## src/rtl/crc8_pkg.sv

```systemverilog
// Purpose: shared constants, FSM state type and CRC-8 table-entry function for the frame checker.
// Latency: n/a (package).
// Backpressure: n/a (package).
package crc8_pkg;

    localparam logic [7:0] CRC8_POLY_DEFAULT = 8'h07;
    localparam logic [7:0] CRC8_INIT_DEFAULT = 8'h00;

    typedef enum logic [1:0] {
        S_IDLE   = 2'd0,
        S_UPDATE = 2'd1,
        S_DONE   = 2'd2
    } state_t;

    // One table entry: the CRC register after shifting eight zero bits
    // through a register preloaded with idx (MSB-first, non-reflected).
    function automatic logic [7:0] crc8_table_entry(input logic [7:0] poly,
                                                    input logic [7:0] idx);
        logic [7:0] c;
        c = idx;
        for (int i = 0; i < 8; i++) begin
            if (c[7]) c = {c[6:0], 1'b0} ^ poly;
            else      c = {c[6:0], 1'b0};
        end
        return c;
    endfunction

endpackage

```

## src/rtl/crc_table.sv

```systemverilog
// Purpose: 256-entry CRC-8 lookup ROM for a fixed generator polynomial.
// Latency: 1 cycle, registered read (data_o reflects addr_i of the previous cycle).
// Backpressure: none, reads every cycle.
//
// Ports: clk_i/rst_ni clock and async active-low reset; addr_i table index;
//        data_o registered table entry.
module crc_table
    import crc8_pkg::*;
#(
    parameter logic [7:0] POLYNOMIAL = CRC8_POLY_DEFAULT
) (
    input  logic       clk_i,
    input  logic       rst_ni,
    input  logic [7:0] addr_i,
    output logic [7:0] data_o
);

    // Entry is a constant function of the address, so this folds to a ROM.
    always_ff @(posedge clk_i or negedge rst_ni) begin
        if (!rst_ni) data_o <= 8'h00;
        else         data_o <= crc8_table_entry(POLYNOMIAL, addr_i);
    end

endmodule

```

## config.mk

```make
export PLATFORM = sky130hd
export DESIGN_NAME = crc_table
export DESIGN_NICKNAME = d
export VERILOG_FILES = /design/src/rtl/crc8_pkg.sv /design/src/rtl/crc_table.sv
export SDC_FILE = /design/constraint.sdc
export NUM_CORES = 1
export LEC_CHECK = 0
export ABC_CLOCK_PERIOD_IN_PS = 800
export CAP_MARGIN = 5
export CORE_AREA = 5 5 42 44
export DETAILED_ROUTE_END_ITERATION = 16
export DIE_AREA = 0 0 47 49
export GPL_TIMING_DRIVEN = 0
export SLEW_MARGIN = 20
export SYNTH_ARGS = -nofsm -noshare
export SYNTH_HDL_FRONTEND = slang
export SYNTH_SLANG_ARGS = --single-unit
```

## constraint.sdc

```tcl
create_clock -name clk_i -period 0.8 [get_ports clk_i]
set_input_delay 0.16 -clock clk_i [delete_from_list [all_inputs] [get_ports clk_i]]
set_output_delay 0.16 -clock clk_i [all_outputs]
set_load 0.01 [all_outputs]
```

# Word-level counts from Yosys, hierarchy flattened
# Index checks and enable logic that the tools add are counted.
[totals]
input_bits = 10
regBits = 8
output_inout_bits = 8
wordCells = 17
[op_classes]
n_mux = 8
bitwise = 8
[op_table]
columns = ["operator", "count"]
rows = [
  ["$mux W3", 8],
  ["$not A3 Y3", 8],
]

# Depth between registers and ports, before layout
# Gate-level depths: netlist (run 1).
[logic_depth]
depth_word = 16
mapped_depth = 2
mapped_depth_nobuf = 2

# Worst setup path after synthesis (run 1)
# No wires, ideal clock.
[synth_timing]
kind = "input to register"
startpoint = "input port addr_i[3]"
endpoint = "register data_o[4]"
n_path_buf = 0
arrival_time_ns = 0.526
cell_stages = 2
required_ns = 0.720
slack_ns = 0.194
setup_ns = 0.080
cell_sequence = "xnor2_1 xnor2_1"
[synth_between]
elab_chain_cells = 3
[synth_rtl]
columns = ["element", "line", "rtl"]
rows = [
  ["start, declared", "crc_table.sv:14", "input logic [7:0] addr_i,"],
  ["$mux W3 *", "crc8_pkg.sv:22", "if (c[7]) c = {c[6:0], 1'b0} ^ poly;"],
  ["$not A3 Y3 (no line)", "--", ""],
  ["$mux W3 *", "crc8_pkg.sv:22", ""],
  ["end signal, assigned", "crc_table.sv:21", "else data_o <= crc8_table_entry(POLYNOMIAL, addr_i);"],
  ["end, declared", "crc_table.sv:15", "output logic [7:0] data_o"],
]
# Mark *: on every way between the ends. The rest lies on a longest branch, timed or not.

# Worst setup path after layout (run 1)
[layout_timing]
startpoint = "register data_o[4]"
endpoint = "output port data_o[4]"
# No word-level cell between the ends.

==> results of run 1 <==
Yosys cell counts:
cell type  number
dfrtp_1         8
xnor2_1        11
xor2_2          1
xnor2_2         1
stage by stage:
| step | std cells | worst slack (ps) | utilization [%] |
|---|---|---|---|
| floorplan | 21 | 194.2 | - |
| global placement | 54 | -353.6 | 37.05 |
| detailed placement | 54 | -402.4 | 37.05 |
| CTS | 57 | -106.5 | 36.16 |
| global route | 57 | -130.2 | 36.16 |
| finish | 57 | -90.04 | 36.16 |
routing by layer:
layer  wire, um  part of all wire, %  up-vias
met3         92                   17        2
li1           -                    -      104
met5          0                    0        -
met2        232                   44       17
met1        186                   35       91
met4         19                  3.6        0
where the power goes:
group	switching [mW]	internal, mW
Combinational	0.127	0.135
Sequential	0.0139	0.471
Clock	0.111	0.170
Total	0.252	0.777
final cells by class:
class,instances,area (um^2),share of cell area [%]
Timing Repair Buffer,17,120.1,23.70
Sequential cell,8,200.2,39.51
Clock buffer,3,22.52,4.444
Multi-Input combinational cell,13,143.9,28.40
Tap cell,16,20.02,3.951
path summary, 6_finish.rpt:
check	endpoint	slack, ps
setup / recovery	data_o[4]	-90
hold / removal	data_o[6]$_DFF_PN0_	180
max in group asynchronous	data_o[1]$_DFF_PN0_	380
min in group clk_i	data_o[1]$_DFF_PN0_	300
repair_timing:
| item | in CTS | in global routing |
|---|---|---|
| gates resized for setup | 42 | 0 |
| setup buffers | 0 | 0 |
| endpoints found under the setup margin | 16 | 8 |
| pin swaps | 5 | 0 |
cells by family after synthesis:
| family | after synthesis | synth area share, % |
|---|---|---|
| xor+xnor | 13 | 39.17 |
| flops | 8 | 60.84 |
==> impl_metrics.env, run 1 <==
export IMPL_status="finished, violations left"
export IMPL_violations="negative setup slack"
export IMPL_slowest_delay_ps=360
export IMPL_end_kind="output port"
export IMPL_power_total_mw=1.028
export IMPL_holdWs_ps=180.8
export IMPL_syn_area_per_cell_um2=15.67
export IMPL_via_per_inst=3.754
export IMPL_grt_pass1_wl_um=841
export IMPL_reg_top3="data_o: 8 flops"
export IMPL_final_common_cell="xnor2_1"
export IMPL_initial_core_util_pct=23.48
export IMPL_slew_viol_final=0
export IMPL_vias=214
export IMPL_wl_per_cell_um=9.298
export IMPL_critical_path_class="reg -> out"
export IMPL_io_pins=18
export IMPL_netlist_area_leader_share_pct=60.84
export IMPL_core_area_um2=1401
export IMPL_holdBufCountCts=0
export IMPL_synth_area_top_cells="dfrtp_1, xnor2_1, xnor2_2"
export IMPL_path_depth=1
export IMPL_grt_max_degree=9
export IMPL_startpoint="data_o[4]$_DFF_PN0_"
export IMPL_die_area_um2=2303
export IMPL_grt_antenna_before_repair=0
export IMPL_rsz0062_at_grt="true"
export IMPL_drtIter0Drc=1
export IMPL_die_y_um=49
export IMPL_diodes=0
export IMPL_ant_nets=0
export IMPL_grt_util_met2_pct=6.335
export IMPL_cts_buffer_depth=2
export IMPL_dr_pass1_iters=2
export IMPL_row_count=14
export IMPL_ys_warn_count=0
export IMPL_crit_path_start_kind="flop"
export IMPL_cts_tree="built"
export IMPL_tns_ps=-668.9
export IMPL_hold_viol=0
export IMPL_drv_cap=0
export IMPL_largest_reg_flops=8
export IMPL_yosysTopAreaCell="dfrtp_1"
export IMPL_drc_errors=0
export IMPL_grt_busiest_layer="met4"
export IMPL_synth_nets=31
export IMPL_synth_area_um2=329.1
export IMPL_mostFrequentLayoutCells="xnor2_1, dfrtp_1, dlygate4sd2_1, buf_2"
export IMPL_path_cells="buf_2"
export IMPL_port_buffers=17
export IMPL_ys_ff_latch=8
export IMPL_post_route_min_period_ps=890.0
export IMPL_critPathArrivalTime_ps=730
export IMPL_crit_family="flip-flops"
export IMPL_fillCellCount=160
export IMPL_use_met1_pct=6.378
export IMPL_postPlaceCellArea_um2=519.2
export IMPL_htree_levels=1
export IMPL_finalSetupViolations=8
export IMPL_synth_seq_area_share_pct=60.84
export IMPL_ir_worst_vdd_v=0.0005999
export IMPL_fin_nets=53
export IMPL_cts_sinks=8
export IMPL_met3_usage_pct=0.7380
export IMPL_grt_pass1_vias=238
export IMPL_hold_path_class="in -> async"
export IMPL_finalCritPeriodShare_pct=111.3
export IMPL_syn2layout_area_growth_pct=53.99
export IMPL_track_usage_pct=5.627
export IMPL_grt_ovfl_total=0
export IMPL_cp_slowest_cell="dfrtp_1"
export IMPL_crit_buf_inv=1
export IMPL_clock_fmax_mhz=1124
export IMPL_ys_types=4
export IMPL_tightest_slew_ps=323.9
export IMPL_power_leakage_nw=0.2318
export IMPL_synthCells=21
export IMPL_cts_buffers=3
export IMPL_drive_above_1_share_pct=36.59
export IMPL_path_max_fanout=1
export IMPL_die_w_um=47
export IMPL_path_clk_slew_ps=50
export IMPL_crit_required_ps=640
export IMPL_maxSlewHeadroom_pct=78.34
export IMPL_regMostFlops="data_o"
export IMPL_setup_ws_ps=-90.04
export IMPL_routabilityCongestion=0.7017
export IMPL_drt_wl_total_um=530
export IMPL_powerDensity_nw_per_um2=2029
export IMPL_design_area_um2=506.7
export IMPL_cts_root_buf="clkbuf_4"
No activity file was read; power rests on OpenSTA's default activity.
==> run 2: changes to the inputs <==
CELL_PAD_IN_SITES_DETAIL_PLACEMENT = 1   (was default)
CELL_PAD_IN_SITES_GLOBAL_PLACEMENT = 1   (was default)
CORE_AREA = default   (was 5 5 42 44)
CORE_MARGIN = 5   (was default)
CORE_UTILIZATION = 24   (was default)
DIE_AREA = default   (was 0 0 47 49)
GPL_TIMING_DRIVEN = default   (was 0)
PLACE_DENSITY_LB_ADDON = 0.1   (was default)
==> run 2 against run 1 <==
  * The run still ends with negative setup slack left
  * Wire length increased by 19%
  * Via count increased by 8.9%
  * Combinational power increased by 13%
  * Sequential share of layout area decreased by 3.4 points
  * Clock power about the same
  * Die area decreased by 4.0%
  * Setup slack got worse by 1.9 ps
  * Sequential power about the same
  * Highest routed layer unchanged
==> impl_metrics.env, run 2 (same netlist as run 1, synthesis figures left out) <==
export IMPL_path_depth=1
export IMPL_grt_pass1_vias=264
export IMPL_die_w_um=47.03
export IMPL_crit_path_start_kind="flop"
export IMPL_clock_fmax_mhz=1121
export IMPL_crit_family="flip-flops"
export IMPL_final_core_util_pct=42.60
export IMPL_crit_required_ps=640
export IMPL_critical_path_class="reg -> out"
export IMPL_final_common_cell="xnor2_1"
export IMPL_syn2layout_area_growth_pct=68.44
export IMPL_regMostFlops="data_o"
export IMPL_cts_buffers=3
export IMPL_io_pins=18
export IMPL_tns_ps=-674.1
export IMPL_cts_tree="built"
export IMPL_power_leakage_nw=0.2644
export IMPL_grt_max_degree=9
export IMPL_power_switching_uw=258.3
export IMPL_hold_viol=0
export IMPL_grt_antenna_before_repair=0
export IMPL_p_int_uw=803.8
export IMPL_powerDensity_nw_per_um2=1916
export IMPL_vias=233
export IMPL_fillCellCount=150
export IMPL_slew_viol_final=0
export IMPL_cts_root_buf="clkbuf_4"
export IMPL_row_count=13
export IMPL_switching_share_pct=24.32
export IMPL_path_clk_slew_ps=50
export IMPL_finalSetupViolations=8
export IMPL_holdBufCountCts=0
export IMPL_port_buffers=17
export IMPL_path_cells="buf_6"
export IMPL_crit_buf_inv=1
export IMPL_final_cells=61
export IMPL_status="finished, violations left"
export IMPL_die_y_um=47.03
export IMPL_grt_ovfl_total=0
export IMPL_maxSlewHeadroom_pct=78.92
export IMPL_routabilityCongestion=0.7107
export IMPL_ir_worst_vdd_v=0.0004456
export IMPL_path_max_fanout=1
export IMPL_largest_reg_flops=8
export IMPL_critical_path_endpoint="data_o[1]"
export IMPL_end_kind="output port"
export IMPL_pwr_share_clk_pct=26.2
export IMPL_reg_top3="data_o: 8 flops"
export IMPL_drt_wl_total_um=629
export IMPL_tightest_slew_ps=315.2
export IMPL_rsz0062_at_grt="true"
export IMPL_startpoint="data_o[1]$_DFF_PN0_"
export IMPL_drive_above_1_share_pct=43.48
export IMPL_drtIter0Drc=0
export IMPL_post_route_min_period_ps=892.0
export IMPL_drc_errors=0
export IMPL_fin_nets=58
export IMPL_htree_levels=1
export IMPL_track_usage_pct=7.547
export IMPL_drv_cap=0
export IMPL_cts_buffer_depth=2
export IMPL_mostFrequentLayoutCells="xnor2_1, dfrtp_1, buf_2, dlygate4sd2_1, buf_4"
export IMPL_cts_setup_buffers=0
export IMPL_hold_path_class="in -> async"
export IMPL_seqPwrFrac_pct=45.9
export IMPL_dr_pass1_iters=1
export IMPL_dp_cells=58
export IMPL_initial_core_util_pct=25.29
export IMPL_pre_cts_slack_ps=-428.1
export IMPL_cp_slowest_cell="dfrtp_1"
export IMPL_violations="negative setup slack"
export IMPL_critPathArrivalTime_ps=730
export IMPL_ant_nets=0
export IMPL_core_area_um2=1301
export IMPL_setup_ws_ps=-91.96
export IMPL_grt_pass1_wl_mm=1.041
export IMPL_slowest_delay_ps=370
export IMPL_diodes=0
export IMPL_cts_sinks=8
export IMPL_finalCritPeriodShare_pct=111.5
export IMPL_via_per_inst=3.820
export IMPL_wl_per_cell_um=10.31
export IMPL_pwr_share_comb_pct=27.9
export IMPL_die_area_um2=2212
[run 2: changes by cell type in the layout (fill, tap and decap cells not counted)]
| cell | change |
|---|---|
| clkdlybuf4s50_1 | +1 |
| dlymetal6s2s_1 | +1 |
| buf_2 | -1 |
| dlygate4sd2_1 | -2 |
| buf_6 | +1 |
| buf_4 | +5 |
[run 2: timing repair]
| item | CTS | global route |
|---|---|---|
| setup endpoints to repair | 16 | 11 |
| endpoints found under the hold margin | 0 | 0 |
| pin swaps | 4 | 1 |
| gates resized for setup | 40 | 2 |
[run 2: worst min path at each step]
| stage | start | to | depth (start not counted) |
|---|---|---|---|
| finish | rst_ni | data_o[0]$_DFF_PN0_ | 1 |
| global route | rst_ni | data_o[0]$_DFF_PN0_ | 1 |
| CTS | rst_ni | data_o[0]$_DFF_PN0_ | 1 |
| detailed placement | rst_ni | data_o[1]$_DFF_PN0_ | 1 |
| global placement | rst_ni | data_o[0]$_DFF_PN0_ | 1 |
| floorplan | rst_ni | data_o[0]$_DFF_PN0_ | 0 |
[run 2: final cells by class]
class	count	area (um^2)	share of cell area (%)
Tap cell	15	18.77	3.386
Sequential cell	8	200.2	36.12
Timing Repair Buffer	22	168.9	30.47
Clock buffer	3	22.52	4.063
Multi-Input combinational cell	13	143.9	25.96
[run 2: power by group through the flow]
stage / Combinational [mW] / Sequential [mW] / Clock, mW
after global routing: 0.320 / 0.496 / 0.303
after CTS: 0.295 / 0.487 / 0.298
final: 0.296 / 0.488 / 0.278
after detailed placement: 0.360 / 0.496 / 0
after floorplan: 0.0915 / 0.533 / 0
after global placement: 0.358 / 0.491 / 0
[run 2: metrics by stage]
step           hold WS [ps]  power (mW)  instance area, um^2
2_1_floorplan        -135.6      0.6244                329.1
3_3_place_gp          438.8      0.8491                555.5
3_5_place_dp          440.1      0.8559                555.5
4_1_cts               176.0       1.079                545.5
5_1_grt               212.8       1.119                554.3
6_report              177.0       1.062                554.3
[run 2: layer usage]
| layer | vias to the layer above | global-route usage [%] | part of all wire, % |
|---|---|---|---|
| li1 | 112 | - | - |
| met3 | 2 | 0.7663 | 19 |
| met5 | - | 0 | 0 |
| met4 | 0 | 11.60 | 3.0 |
| met1 | 102 | 6.888 | 28 |
| met2 | 17 | 11.92 | 50 |
==> run 3: changes to the inputs <==
ABC_CLOCK_PERIOD_IN_PS = 1000   (was 800)
CORE_AREA = 5 5 42 44   (was default)
CORE_MARGIN = default   (was 5)
CORE_UTILIZATION = default   (was 24)
DIE_AREA = 0 0 47 49   (was default)
GPL_TIMING_DRIVEN = 0   (was default)
SLEW_MARGIN = default   (was 20)
clock period = 1 ns   (was 0.8 ns; I/O delays follow)
==> run 3 against run 2 <==
  * The run now ends clean
  * Via count fell by 10%
  * Clock power is 17% lower
  * Die area is 4.1% higher
  * Wire length is 6.5% lower
  * First-iteration DRC count did not move
  * Power shrank 21%
  * Largest power group unchanged
==> impl_metrics.env, run 3 (same netlist as run 1, synthesis figures left out) <==
export IMPL_met3_usage_pct=1.476
export IMPL_syn2layout_area_growth_pct=54.75
export IMPL_grt_busiest_layer="met4"
export IMPL_crit_family="buffers and inverters"
export IMPL_drv_cap=0
export IMPL_path_clk_slew_ps=50
export IMPL_crit_path_frequent_cell="xnor2_1"
export IMPL_use_met1_pct=6.803
export IMPL_critical_path_class="in -> reg"
export IMPL_cts_root_buf="clkbuf_4"
export IMPL_crit_required_ps=1170
export IMPL_track_usage_pct=6.401
export IMPL_hold_viol=0
export IMPL_fin_nets=53
export IMPL_clock_fmax_mhz=1037
export IMPL_cts_tree="built"
export IMPL_row_count=14
export IMPL_grt_ovfl_total=0
export IMPL_port_buffers=17
export IMPL_end_kind="flop"
export IMPL_finalSetupViolations=0
export IMPL_mostFrequentLayoutCells="xnor2_1, clkdlybuf4s50_1, dfrtp_1, buf_2, clkbuf_4"
export IMPL_crit_path_start_kind="input pin"
export IMPL_diodes=0
export IMPL_holdBufCountCts=0
export IMPL_drive_above_1_share_pct=34.15
export IMPL_routabilityCongestion=0.6264
export IMPL_slowest_delay_ps=480
export IMPL_maxSlewHeadroom_pct=78.41
export IMPL_drtIter0Drc=0
export IMPL_design_area_um2=509.2
export IMPL_dr_pass1_iters=1
export IMPL_io_pins=18
export IMPL_critPathArrivalTime_ps=1130
export IMPL_grt_pass1_wl_um=959
export IMPL_die_y_um=49
export IMPL_core_area_um2=1401
export IMPL_cts_resized=32
export IMPL_die_area_um2=2303
export IMPL_grt_util_met2_pct=7.240
export IMPL_crit_buf_inv=1
export IMPL_slew_viol_final=0
export IMPL_tightest_slew_ps=322.8
export IMPL_cts_buffers=3
export IMPL_via_per_inst=3.667
export IMPL_grt_pass1_vias=235
export IMPL_power_total_uw=836.6
export IMPL_grt_max_degree=9
export IMPL_largest_reg_flops=8
export IMPL_power_leakage_nw=0.2154
export IMPL_cts_sinks=8
export IMPL_fillCellCount=168
export IMPL_regMostFlops="data_o"
export IMPL_postPlaceCellArea_um2=519.2
export IMPL_tns_ps=0
export IMPL_path_max_fanout=2
export IMPL_powerDensity_nw_per_um2=1643
export IMPL_wl_per_cell_um=10.32
export IMPL_drt_wl_total_um=588
export IMPL_ir_worst_vdd_v=0.0003764
export IMPL_die_w_um=47
export IMPL_cts_setup_buffers=0
export IMPL_final_common_cell="xnor2_1"
export IMPL_reg_top3="data_o: 8 flops"
export IMPL_grt_antenna_before_repair=0
export IMPL_initial_core_util_pct=23.48
export IMPL_vias=209
export IMPL_cts_buffer_depth=2
export IMPL_path_cells="clkdlybuf4s50_1 > xnor2_1 > xnor2_1"
export IMPL_drc_errors=0
export IMPL_ant_nets=0
export IMPL_cp_slowest_cell="clkdlybuf4s50_1"
export IMPL_htree_levels=1
export IMPL_post_route_min_period_ps=964.5
export IMPL_status="complete, no violations"
export IMPL_rsz0062_at_grt="true"
export IMPL_finalCritPeriodShare_pct=96.45
export IMPL_hold_path_class="in -> async"
[run 3: cell count changes in the layout (fill, tap and decap cells not counted), sizes merged]
| cell | previous run | this run |
|---|---|---|
| buf | 13 | 8 |
| dlymetal6s2s | 1 | 0 |
| clkdlybuf4s50 | 2 | 9 |
| dlygate4sd2 | 6 | 0 |
[run 3: area by class of cell]
class	count	area [um^2]	area share, %
Timing Repair Buffer	17	130.1	25.55
Multi-Input combinational cell	13	136.4	26.78
Sequential cell	8	200.2	39.31
Clock buffer	3	22.52	4.423
Tap cell	16	20.02	3.931
[run 3: final timing paths]
check | from | depth (start not counted) | slack (ps) | to
max | addr_i[6] | 3 | 40 | data_o[6]$_DFF_PN0_
min | rst_ni | 1 | 220 | data_o[4]$_DFF_PN0_
min in group clk_i | addr_i[5] | 2 | 580 | data_o[5]$_DFF_PN0_
max in group asynchronous | rst_ni | 1 | 540 | data_o[5]$_DFF_PN0_
[run 3: power breakdown]
group	total (mW)	switching [mW]	internal [mW]
combinational	0.220	0.102	0.118
sequential	0.387	0.00989	0.377
clock	0.230	0.0941	0.136
total	0.837	0.206	0.631
[run 3: routing by layer]
metal  vias to the layer above  wire length, um
li1                        102                -
met1                        85              186
met2                        18              258
met3                         4              101
met4                         0               42
met5                         -                0
[run 3: stage by stage]
step	hold WS [ps]	util, %	instances	setup WS, ps
floorplan	-95.59	-	21	354.2
global placement	483.9	37.05	54	-214.0
detailed placement	481.7	37.05	54	-233.6
CTS	218.4	35.80	57	26.57
global route	255.8	36.34	57	-5.503
finish	216.1	36.34	57	35.50
